<file path="src/rtl/id_ex_stage_pkg.sv">
// Shared decode definitions: ALUOp encodings, the zero-register constant and
// the control bundle that travels Control -> ID/EX -> EX/MEM.
package id_ex_stage_pkg;

   localparam logic [1:0] ALUOP_ADD   = 2'b00;
   localparam logic [1:0] ALUOP_SUB   = 2'b01;
   localparam logic [1:0] ALUOP_FUNCT = 2'b11;

   localparam int               REG_AW_DEF = 5;
   localparam logic [REG_AW_DEF-1:0] REG_ZERO = '0;

   // aluop is a plain vector so undefined encodings pass through untouched
   typedef struct packed {
      logic       regdst;
      logic       alusrc;
      logic       memtoreg;
      logic       regwrite;
      logic       memwrite;
      logic       memread;
      logic [1:0] aluop;
   } ctrl_t;

   localparam ctrl_t CTRL_NOP = '0;

endpackage

</file>
<file path="src/rtl/id_ex_stage_load_use_detect.sv">
// Combinational load-use compare between the load sitting in EX and the
// source registers of the instruction in ID.
module load_use_detect
   import id_ex_stage_pkg::*;
#(
   parameter int REG_AW = 5
) (
   input  logic              ex_memread_i,
   input  logic [REG_AW-1:0] ex_rt_i,
   input  logic [REG_AW-1:0] id_rs_i,
   input  logic [REG_AW-1:0] id_rt_i,
   output logic              hazard_o
);

   // Register 0 is hard-wired, so a load into it can never be a dependency
   assign hazard_o = ex_memread_i
                   && (ex_rt_i != REG_AW'(REG_ZERO))
                   && ((ex_rt_i == id_rs_i) || (ex_rt_i == id_rt_i));

endmodule

</file>
<file path="src/rtl/id_ex_stage.sv">
// ID/EX pipeline register with integrated load-use bubble insertion,
// stall/flush handling and a saturating bubble counter.
module id_ex_stage
   import id_ex_stage_pkg::*;
#(
   parameter int DATA_W = 32,
   parameter int REG_AW = 5,
   parameter int CNT_W  = 16
) (
   input  logic              clk_i,
   input  logic              rst_n_i,
   input  logic              stall_i,
   input  logic              flush_i,
   input  logic              id_regdst_i,
   input  logic              id_alusrc_i,
   input  logic              id_memtoreg_i,
   input  logic              id_regwrite_i,
   input  logic              id_memwrite_i,
   input  logic              id_memread_i,
   input  logic [1:0]        id_aluop_i,
   input  logic [DATA_W-1:0] id_rs_data_i,
   input  logic [DATA_W-1:0] id_rt_data_i,
   input  logic [DATA_W-1:0] id_imm_i,
   input  logic [REG_AW-1:0] id_rs_i,
   input  logic [REG_AW-1:0] id_rt_i,
   input  logic [REG_AW-1:0] id_rd_i,
   output logic              ex_regdst_o,
   output logic              ex_alusrc_o,
   output logic              ex_memtoreg_o,
   output logic              ex_regwrite_o,
   output logic              ex_memwrite_o,
   output logic              ex_memread_o,
   output logic [1:0]        ex_aluop_o,
   output logic [DATA_W-1:0] ex_rs_data_o,
   output logic [DATA_W-1:0] ex_rt_data_o,
   output logic [DATA_W-1:0] ex_imm_o,
   output logic [REG_AW-1:0] ex_rs_o,
   output logic [REG_AW-1:0] ex_rt_o,
   output logic [REG_AW-1:0] ex_rd_o,
   output logic              hazard_o,
   output logic [CNT_W-1:0]  bubble_cnt_o
);

   ctrl_t             id_ctrl;
   ctrl_t             ctrl_d, ctrl_q;
   logic [DATA_W-1:0] rs_data_d, rs_data_q;
   logic [DATA_W-1:0] rt_data_d, rt_data_q;
   logic [DATA_W-1:0] imm_d, imm_q;
   logic [REG_AW-1:0] rs_d, rs_q;
   logic [REG_AW-1:0] rt_d, rt_q;
   logic [REG_AW-1:0] rd_d, rd_q;
   logic [CNT_W-1:0]  cnt_d, cnt_q;
   logic              hazard;
   logic              bubble;

   assign id_ctrl = '{regdst:   id_regdst_i,
                      alusrc:   id_alusrc_i,
                      memtoreg: id_memtoreg_i,
                      regwrite: id_regwrite_i,
                      memwrite: id_memwrite_i,
                      memread:  id_memread_i,
                      aluop:    id_aluop_i};

   load_use_detect #(.REG_AW(REG_AW)) u_load_use_detect (
      .ex_memread_i (ctrl_q.memread),
      .ex_rt_i      (rt_q),
      .id_rs_i      (id_rs_i),
      .id_rt_i      (id_rt_i),
      .hazard_o     (hazard)
   );

   assign bubble = flush_i || hazard;

   // A bubble only kills the controls; operand fields are still captured
   always_comb begin
      ctrl_d    = ctrl_q;
      rs_data_d = rs_data_q;
      rt_data_d = rt_data_q;
      imm_d     = imm_q;
      rs_d      = rs_q;
      rt_d      = rt_q;
      rd_d      = rd_q;
      cnt_d     = cnt_q;
      if (!stall_i) begin
         ctrl_d    = bubble ? CTRL_NOP : id_ctrl;
         rs_data_d = id_rs_data_i;
         rt_data_d = id_rt_data_i;
         imm_d     = id_imm_i;
         rs_d      = id_rs_i;
         rt_d      = id_rt_i;
         rd_d      = id_rd_i;
         if (bubble && (cnt_q != '1)) begin
            cnt_d = cnt_q + CNT_W'(1);
         end
      end
   end

   always_ff @(posedge clk_i or negedge rst_n_i) begin
      if (!rst_n_i) begin
         ctrl_q    <= CTRL_NOP;
         rs_data_q <= '0;
         rt_data_q <= '0;
         imm_q     <= '0;
         rs_q      <= '0;
         rt_q      <= '0;
         rd_q      <= '0;
         cnt_q     <= '0;
      end else begin
         ctrl_q    <= ctrl_d;
         rs_data_q <= rs_data_d;
         rt_data_q <= rt_data_d;
         imm_q     <= imm_d;
         rs_q      <= rs_d;
         rt_q      <= rt_d;
         rd_q      <= rd_d;
         cnt_q     <= cnt_d;
      end
   end

   assign ex_regdst_o   = ctrl_q.regdst;
   assign ex_alusrc_o   = ctrl_q.alusrc;
   assign ex_memtoreg_o = ctrl_q.memtoreg;
   assign ex_regwrite_o = ctrl_q.regwrite;
   assign ex_memwrite_o = ctrl_q.memwrite;
   assign ex_memread_o  = ctrl_q.memread;
   assign ex_aluop_o    = ctrl_q.aluop;
   assign ex_rs_data_o  = rs_data_q;
   assign ex_rt_data_o  = rt_data_q;
   assign ex_imm_o      = imm_q;
   assign ex_rs_o       = rs_q;
   assign ex_rt_o       = rt_q;
   assign ex_rd_o       = rd_q;
   assign hazard_o      = hazard;
   assign bubble_cnt_o  = cnt_q;

endmodule
</file>
<file path="config.mk">
export PLATFORM = sky130hd
export DESIGN_NAME = id_ex_stage
export DESIGN_NICKNAME = d
export VERILOG_FILES = /design/src/rtl/id_ex_stage_pkg.sv /design/src/rtl/id_ex_stage_load_use_detect.sv /design/src/rtl/id_ex_stage.sv
export SDC_FILE = /design/constraint.sdc
export NUM_CORES = 1
export LEC_CHECK = 0
export CELL_PAD_IN_SITES_DETAIL_PLACEMENT = 1
export CELL_PAD_IN_SITES_GLOBAL_PLACEMENT = 2
export CORE_MARGIN = 5
export CORE_UTILIZATION = 28
export CTS_CLUSTER_DIAMETER = 40
export DETAILED_ROUTE_END_ITERATION = 6
export GPL_ROUTABILITY_DRIVEN = 0
export PLACE_DENSITY = 0.89
export SLEW_MARGIN = 20
export SYNTH_ARGS = -nofsm -noshare
export SYNTH_HDL_FRONTEND = slang
export SYNTH_HIERARCHICAL = 1
export SYNTH_SLANG_ARGS = --single-unit
</file>
<file path="constraint.sdc">
create_clock -name clk_i -period 6.44 [get_ports clk_i]
set_clock_uncertainty 0.2 [all_clocks]
set_input_delay 1.288 -clock clk_i [delete_from_list [all_inputs] [get_ports clk_i]]
set_output_delay 1.288 -clock clk_i [all_outputs]
set_load 0.02 [all_outputs]
</file>
# After elaboration in Yosys (flattened, before gate mapping)
# Cells that the tools add are included.
classes:
  reduce_logical: 7
  bitwise: 1
  div: 0
  eq_ne: 3
  multipliers: 0
  n_lt_le_gt_ge: 0
  addsub: 1
  muxes: 1
  n_shift: 0
op_table:
  columns: ["op", "n"]
  rows:
  - ["$add 16x1->16 const B", 1]
  - ["$ne 16x16->1 const B", 1]
  - ["$eq 5x5->1", 2]
  - ["$mux 8", 1]
  - ["$reduce_bool 5->1", 1]
  - ["$logic_and 1x1->1", 3]
  - ["$logic_or 1x1->1", 2]
  - ["$reduce_and 2->1", 1]
  - ["$not 1->1", 1]
totals:
  memories: 0
  mem_bits_rw: 0
  latchBits: 0
  wordCells: 27
  romBits: 0
  reg_bits: 135

# Longest topological paths before layout
depth:
  word_depth: 6
  depth_mapped: 8

# Modules after synthesis
# Netlist, hierarchy kept.
by_module_without_submodules:
  columns: ["mod", "cells_per_inst", "seq_area_each_um2", "area_each_um2", "instances"]
  rows:
  - ["id_ex_stage", 346, 3378.2, 5266.3, 1]
  - ["load_use_detect", 17, 0.0, 125.1, 1]

# Worst setup path after synthesis
# Ideal clock, no wire load.
synth_timing:
  kind: "input to output"
  from: "input id_rs_i[2]"
  to: "output hazard_o"
  setup_slack_ps: 2803
  t_arrival_ps: 2149
  path_stages: 4
  n_path_buf: 0
  path_cell_list: "xor2_1 nor3_1 nand3_1 a21oi_1"
synth_via:
  elab_chain_cells: 3
synth_lines:
  columns: ["element", "line_no", "source"]
  rows:
  - ["start: declaration", "id_ex_stage.sv:24", "input logic [REG_AW-1:0] id_rs_i,"]
  - ["$eq 5x5->1", "id_ex_stage_load_use_detect.sv:18", "&& ((ex_rt_i == id_rs_i) || (ex_rt_i == id_rt_i));"]
  - ["$logic_or 1x1->1", "id_ex_stage_load_use_detect.sv:18", null]
  - ["$logic_and 1x1->1", "id_ex_stage_load_use_detect.sv:18", null]
  - ["end: declaration", "id_ex_stage.sv:40", "output logic hazard_o,"]
# Every way passes these cells.

# Final worst setup path
layout_timing:
  from: "input id_rs_i[0]"
  to: "output hazard_o"
# The elaborated chain is that of the path after synthesis.

==> summary.txt <==
Cells and area
  • # fillers: 1,936
  • Commonest non-fill, non-tap cell in the layout: clkdlybuf4s50_1
  • Area grow syn2layout: 64.3%
  • Layout cells sized above 1: 24.8%
  • # diodes: 0
  • Finished Cell Area: 8860 um2
  • NumNets Final: 752
  • Most frequent cells in the layout: clkdlybuf4s50_1, dfrtp_1, mux2_2

Worst setup path
  • WP data required: 4.95 ns
  • Delay-heaviest family, CP: buffers and inverters
  • Crit Path Max Fanout: 3
  • Slowest-stage cell, CP: clkdlybuf4s50_1
  • Max incr delay on CP: 0.70 ns
  • CP Capture Type: primary output
  • Setup Crit Path Kind: in -> out
  • Crit path buffers/inverters: 2
  • Most repeated library cell on the critical path: clkdlybuf4s50_1
  • Worst-path cell chain: clkdlybuf4s50_1 > xor2_1 > nor3_1 > nand3_1 > a21oi_1 > clkdlybuf4s50_1
  • Worst endpoint data arrival time: 3.28 ns
  • Worst setup SP type: primary input

Timing
  • Relative slew margins: 41.6%
  • RSZ-0062 raised after global routing: false
  • Hold Fails Final Rpt: 0
  • Hold_ws: 0.292 ns
  • Setup ws final: 1.67 ns
  • Max Clock Freq: 210 MHz
  • Setup Total Neg Slack: 0 ns
  • Setup violators final: 0
  • Pins over their slew limit: 0
  • Slew @ Worst Pin: 0.876 ns
  • Final min period: 4.77 ns
  • Fin crit share: 74.0%

Floorplan
  • Die area: 22,100 um2
  • Core area: 18,800 um2
  • I/O Pins: 259
  • Row Count: 50
  • Die width: 149 um
  • Die height: 149 um
  • Starting density of the core: 28.6%

GRT
  • Grt total ovfl: 0
  • First-pass GRT wire length: 25,900 um
  • Vias in the first global route: 4,468
  • Initial antenna violation count: 0
  • Largest net degree at the start of global routing: 75
  • All-layer global routing usage: 15.0%

Synthesis
  • Top cell type by total area after synthesis: dfrtp_1
  • Synth top area share: 62.7%
  • #FFs+latches synth: 135
  • Synth cell types: 35
  • Dominant cells by area after synthesis: dfrtp_1, mux2_2, nand2_1
  • Register area share after synthesis: 62.7%
  • Total number of yosys warnings: 6
  • Area of the mapped netlist: 5390 um2
  • Mean post-synth cell area: 14.9 um2
  • Syn Nets: 487
  • Gate Count Post-Synth: 363

Routing
  • Via count: 3,995
  • Final wirelength: 16,500 um
  • Initial DRC Count: 98
  • Routed Antenna Nets: 0
  • Wire per inst: 18.3 um
  • DRC viols: 0
  • Pre-Repair DR Iteration Count: 4
  • Vias per inst: 4.43

Pwr
  • Cell Pwr Density: 297 nW/um2
  • Lkg Pwr: 3.58 nW
  • Maximum VDD drop: 166 uV

Clocking
  • TritonCTS clock tree: done
  • Bufs on Longest Clock Path: 2
  • Cts bufs inserted: 17
  • Clock sinks: 135
  • H-tree depth: 4
  • # Post-CTS Setup Buffers: 0
  • CTS root buffer: clkbuf_16
  • Post-CTS resize count: 0
  • Worst skew pair latency: 0.41 ns
  • CTS Hold Buffers Added: 0
  • Clock transition at path regs: 0.05 ns

Flow run
  • Max-cap viol count: 0

Placement
  • IO Port Bufs: 258
  • Place WS: 1.67 ns
  • Placed Area: 8250 um2
  • Hpwl dp: 12,500 um

Min path
  • Hold Crit Class: reg -> reg

Outcome
  • Status: finished clean
## where the power goes
part	internal, mW	total, mW	switching (mW)
Sequential	0.946	1.03	0.0801
Combinational	0.318	0.598	0.280
Clock	0.624	1.01	0.384
## worst register-to-register path, cell delays in order, from the launching register on
cell and delay [ns]:
dfrtp_1 0.46, xor2_1 0.20, nor3_1 0.19, nand3_1 0.11
a21oi_1 0.36, nor2_1 0.27, or4b_4 0.58, nor4_4 0.15
xor2_1 0.17
## registers in the layout, indices dropped and copies added (netlist names)
signal,count
ex_aluop_o,2
ex_regdst_o,1
ex_memtoreg_o,1
ex_regwrite_o,1
ex_rt_o,5
ex_rs_o,5
ex_memread_o,1
bubble_cnt_o,16
ex_alusrc_o,1
ex_imm_o,32
ex_rt_data_o,32
ex_rs_data_o,32
ex_memwrite_o,1
ex_rd_o,5
## cell usage after synthesis
library cell and count:
nor4_4 1, a21oi_1 3, xor2_1 9, a21oi_2 1
a2111oi_2 2, or4_1 1, dfrtp_1 135, a211oi_1 1
buf_2 11, xnor2_1 9, a31oi_1 2, o21ai_0 8
nor3_4 1, nand2_1 21, mux2i_1 1, or4b_4 1
nand3_2 4, mux2_2 111, o21ai_1 1, o21bai_2 1
nor2_1 5, nand3_1 6, o311ai_0 1, inv_1 3
nand4_1 3, and3_1 2, ha_1 1, o21a_1 2
nor3_1 5, nand4_2 1, a41oi_1 1, mux2_1 2
clkbuf_1 3, nor2_2 1, nor4_1 3
## final timing paths
kind	start	to	slack, ns	cells after the start
setup / recovery	id_rs_i[0]	hazard_o	1.67	6
min in group asynchronous	rst_n_i	ex_rs_data_o[31]	0.67	1
hold / removal	ex_aluop_o[0]	ex_aluop_o[0]	0.29	2
max in group asynchronous	rst_n_i	ex_imm_o[17]	4.08	2
hold reg to reg	ex_aluop_o[0]	ex_aluop_o[0]	0.29	2
setup reg to reg	ex_rt_o[0]	bubble_cnt_o[11]	3.68	8
## layout make-up
type | instances | area (um2) | area share, %
flip-flops and latches | 135 | 3380 | 38.1
repair buffers | 260 | 2600 | 29.3
multi-input cells | 211 | 1940 | 21.8
clock buffers | 19 | 443 | 5.00
well taps | 260 | 325 | 3.67
clock inverters | 13 | 170 | 1.92
inverters | 3 | 11.3 | 0.127
## layer usage
| layer | part of all wire (%) | GRT usage (%) | routed length, um | vias up |
|---|---|---|---|---|
| li1 | - | - | - | 1814 |
| met1 | 39 | 17.6 | 6500 | 2016 |
| met2 | 51 | 25.5 | 8470 | 146 |
| met3 | 7.7 | 5.44 | 1280 | 19 |
| met4 | 1.7 | 5.08 | 279 | 0 |
| met5 | 0 | 0 | 0 | - |
## logic make-up (layout without fill, tap and decap cells)
kind of cell / count (synthesis) / in the layout / share of synthesized area, %
DFF: 135 / 135 / 62.7
AOI/OAI and AO/OA: 23 / 23 / 3.02
adders and majority gates: 1 / 1 / 0.232
xor gates and xnor gates: 18 / 18 / 2.92
muxes: 114 / 114 / 23.8
and+or+nand+nor: 55 / 55 / 5.94
buffers and inverters: 17 / 295 / 1.44
## through the flow
stage               util (%)  power [mW]  instances
finish                  47.0        2.63        901
global route            47.0        2.76        901
CTS                     47.0        2.68        901
detailed placement      43.8        1.65        869
global placement        43.8        1.63        869
floorplan                  -        1.29        363
Power figures use the tool's default switching activity.
